File: src/rtl/rr_priority_arbiter.sv
// Fixed-priority / round-robin arbiter with registered grant, lock and back-to-back regrant.
// Latency: request to gnt_valid is 1 cycle; acceptance re-arbitrates in the same edge with no bubble.
// Backpressure: grant is held stable while gnt_ready is low; valid is combinational |request.
module rr_priority_arbiter #(
  parameter int N = 8,
  parameter int W = $clog2(N)
) (
  input  logic         clk,
  input  logic         rst_n,
  input  logic [N-1:0] request,
  input  logic         mode,
  input  logic         lock,
  input  logic         gnt_ready,
  output logic         gnt_valid,
  output logic [W-1:0] grant,
  output logic [N-1:0] grant_onehot,
  output logic         valid
);

  typedef enum logic {IDLE, GRANT} state_t;

  state_t       state_q, state_d;
  logic [W-1:0] grant_q, grant_d, last_q, last_d, base, winner;
  logic [N-1:0] onehot_q, onehot_d, above, masked;
  logic         accept, hold_lock;

  assign valid     = |request;
  assign accept    = (state_q == GRANT) && gnt_ready;
  assign hold_lock = lock && request[grant_q];

  // On acceptance the just-accepted index becomes the new round-robin pointer.
  assign base = accept ? grant_q : last_q;

  always_comb begin
    winner = '0;
    above  = '0;
    for (int i = 0; i < N; i++) above[i] = (i > int'(base));
    masked = request & above;
    if (!mode) begin
      for (int i = 0; i < N; i++) if (request[i]) winner = W'(i);
    end else if (|masked) begin
      for (int i = N - 1; i >= 0; i--) if (masked[i]) winner = W'(i);
    end else begin
      for (int i = N - 1; i >= 0; i--) if (request[i]) winner = W'(i);
    end
  end

  always_comb begin
    state_d  = state_q;
    grant_d  = grant_q;
    onehot_d = onehot_q;
    last_d   = last_q;
    case (state_q)
      IDLE: begin
        if (valid) begin
          state_d  = GRANT;
          grant_d  = winner;
          onehot_d = {{(N-1){1'b0}}, 1'b1} << winner;
        end
      end
      GRANT: begin
        if (accept && !hold_lock) begin
          last_d = grant_q;
          if (valid) begin
            grant_d  = winner;
            onehot_d = {{(N-1){1'b0}}, 1'b1} << winner;
          end else begin
            state_d  = IDLE;
            grant_d  = '0;
            onehot_d = '0;
          end
        end
      end
      default: begin
        state_d  = IDLE;
        grant_d  = '0;
        onehot_d = '0;
      end
    endcase
  end

  always_ff @(posedge clk or negedge rst_n) begin
    if (!rst_n) begin
      state_q  <= IDLE;
      grant_q  <= '0;
      onehot_q <= '0;
      last_q   <= W'(N - 1);
    end else begin
      state_q  <= state_d;
      grant_q  <= grant_d;
      onehot_q <= onehot_d;
      last_q   <= last_d;
    end
  end

  assign gnt_valid    = (state_q == GRANT);
  assign grant        = grant_q;
  assign grant_onehot = onehot_q;

endmodule
File: config.mk
export PLATFORM = sky130hd
export DESIGN_NAME = rr_priority_arbiter
export DESIGN_NICKNAME = d
export VERILOG_FILES = /design/src/rtl/rr_priority_arbiter.sv
export SDC_FILE = /design/constraint.sdc
export NUM_CORES = 1
export LEC_CHECK = 0
export BUFFER_PORTS_ARGS = -buffer_cell sky130_fd_sc_hd__buf_2
export CAP_MARGIN = 25
export CORE_ASPECT_RATIO = 1.2
export CORE_UTILIZATION = 41
export CTS_CLUSTER_DIAMETER = 30
export DETAILED_ROUTE_END_ITERATION = 8
export GPL_ROUTABILITY_DRIVEN = 1
export HOLD_SLACK_MARGIN = 0.02
export SETUP_SLACK_MARGIN = 0.4
export SYNTH_ARGS = -nofsm -noshare
export SYNTH_HDL_FRONTEND = slang
export SYNTH_SLANG_ARGS = --single-unit
File: constraint.sdc
create_clock -name clk -period 5.8 [get_ports clk]
set_input_delay 0.29 -clock clk [delete_from_list [all_inputs] [get_ports clk]]
set_output_delay 0.29 -clock clk [all_outputs]
set_load 0.02 [all_outputs]
==> impl_metrics.yaml <==
sta:
  fin_hold_ws_ps: 422
  hold_viol: 0
  skew_ps: 13.5
  slew_violations: 0
  period_minus_slack_ps: 2490
  fin_tns_setup_ps: 0
  post-route-period-util_pct: 43.0
  rsz0062_at_grt: "false"
  finalSetupViolCount: 0
  slew_headroom_pct: 45.4
  timing.fmax_ghz: 0.401
  setup_ws_ps: 3310
  worst_pin_slew_ps: 818
worst_hold_path:
  hold_path_class: "in2async"
worst_setup_path:
  critical-path-slowest-cell: "dfrtp_1"
  worstSetupStartpointType: "flop"
  crit_chain: "nand2_4 -> o31ai_1 -> nand3_1 -> mux2i_1 -> mux2i_1 -> a21oi_1 -> a32o_1"
  path_class: "reg2reg"
  reg2reg_depth: 7
  endpoint_kind: "flop"
  cp_max_fo: 13
  crit_arrival_ps: 2720
  critical_path_depth: 7
  path_buf_inv: 0
  cp_top_family: "compound AO/OA/AOI/OAI gates"
  cpPeakStageDelay_ps: 630
  cp.required_ps: 6020
  cpMostUsedCell: "mux2i_1"
yosys:
  ys_types: 52
  yosys-top-cells-count: "nand2_1, dfrtp_1, nor2_1"
  yosysMostFrequentCell: "nand2_1"
  ys_seq_area_share_pct: 31.7
  yosysTopAreaCell: "dfrtp_1"
  synth.cell_area_sq_um: 1200
  yosys_warnings: 0
  synth_nets: 139
  postSynthCellCount: 126
  synthArstFlopShare_pct: 100
  synth_area_leaders: "dfrtp_1, dfstp_2, nand2_1, mux2_2, mux4_2"
  synth_edf_count: 0
  ys.flop_type: "dfrtp_1"
  syn_area_per_cell_sq_um: 9.50
  synth_top_area_share_pct: 25.1
  ys_ff_latch: 15
placement:
  hpwlAfterDp_mm: 2.29
  gp_congestion: 0.908
  place_ws_ps: 3310
  placed_area_sq_um: 1320
  port_buffers: 25
  dp_cells: 180
final_layout:
  final.fill_count: 299
  design_area_sq_um: 1360
  drive_gt1_share_pct: 41.1
  fin_cells: 185
  antennaDiodeCount: 0
  final_nets: 165
  final_util_pct: 48.9
  area.growth.synth_to_final_pct: 13.7
power_and_ir_drop:
  p_per_area_nw_per_um2: 432
  p_leak_nw: 0.613
  ir_drop_mv: 0.234
  power_mw: 0.588
clocking:
  clk_transition_reported_paths_ps: 100
  cts_sinks: 15
  clk_path_buf_depth: 2
  htree_levels: 1
  cts_tree: "built"
  numCtsBuffers: 3
  ctsResizeCount: 0
  insertion_delay_ps: 280
  cts_root_buf: "clkbuf_4"
die:
  coreArea_sq_um: 2790
  io_pins: 26
  initial_utilization_pct: 43.0
  placementRows: 21
  fp.dieArea_sq_um: 3140
  die_x_um: 51.3
  dieHeight_um: 61.2
drt:
  drc: 0
  avgRoutedWirePerCell_um: 16.0
  antenna_left: 0
  vias: 1129
  drt_iter0_drc: 42
  avgViaCountPerCell: 6.10
  dr.pass1.iters: 4
  wl_mm: 2.96
job:
  maxCapViolCount: 0
global_routing:
  grt_max_degree: 16
  antenna_found_initial: 0
  grt-ovfl-total: 0
  first_global_vias: 1032
  grt.total_usage_pct: 20.6
  grt_pass1_wl_mm: 4.78
run_status:
  outcome: "finished, final reports clean"
repair_timing:
| action | in CTS | in global routing |
|---|---|---|
| hold buffers | 1 | 0 |
| endpoints found under the hold margin | 12 | 0 |
| buffers inserted | 0 | 0 |
worst paths after layout:
check	start	end	slack [ps]
setup / recovery	gnt_valid	grant_onehot[5]	3310
hold / removal	rst_n	grant_onehot[3]	420
setup reg to reg	gnt_valid	grant_onehot[5]	3310
hold reg to reg	grant_onehot[2]	grant_onehot[2]	490
max in group asynchronous	rst_n	last_q[2]	5070
min in group clk	grant_onehot[2]	grant_onehot[2]	490
per-layer routing:
| metal | up-vias | GRT usage [%] | part of all wire (%) |
|---|---|---|---|
| li1 | 530 | - | - |
| met1 | 548 | 25.7 | 43 |
| met2 | 43 | 35.9 | 48 |
| met3 | 8 | 0.741 | 6.1 |
| met4 | 0 | 12.4 | 2.9 |
| met5 | - | 0 | 0 |
where the power goes:
| group | internal (mW) | total (mW) | switching, mW |
|---|---|---|---|
| sequential | 0.152 | 0.209 | 0.0574 |
| combinational | 0.144 | 0.319 | 0.175 |
| clock | 0.0256 | 0.0591 | 0.0335 |
| total | 0.322 | 0.588 | 0.266 |
placed cells by master (no fill, tap or decap), drive strengths merged, types with 3 or more instances in the layout:
cell    netlist  routed
a32o          4       4
a21oi         8       8
nor2         10      10
mux2          4       4
dfstp         3       3
dfrtp        12      12
mux2i         3       3
nand2        18      18
inv           6       6
o31ai         6       6
a211o         4       4
nand3         7       7
buf           3      25
o21ai         6       6
clkbuf        2       3
kinds of logic after synthesis:
group | after synthesis | synth area share, %
buf+inv | 12 | 5.75
simple gates | 46 | 20.4
compound gates | 44 | 32.2
mux | 9 | 10.0
flops | 15 | 31.7
state kept, by name (all words and copies together) (netlist names):
signal / cells
gnt_valid: 1
last_q: 3
grant: 3
grant_onehot: 8
layout make-up:
| class | count | area [sq um] | share of cell area (%) |
|---|---|---|---|
| Inverter | 7 | 27.5 | 2.02 |
| Sequential cell | 15 | 379 | 27.8 |
| Multi-Input combinational cell | 99 | 749 | 55.1 |
| Tap cell | 34 | 42.5 | 3.12 |
| Clock inverter | 1 | 5.00 | 0.368 |
| Timing Repair Buffer | 26 | 135 | 9.93 |
| Clock buffer | 3 | 22.5 | 1.65 |
Power figures use the tool's default switching activity.
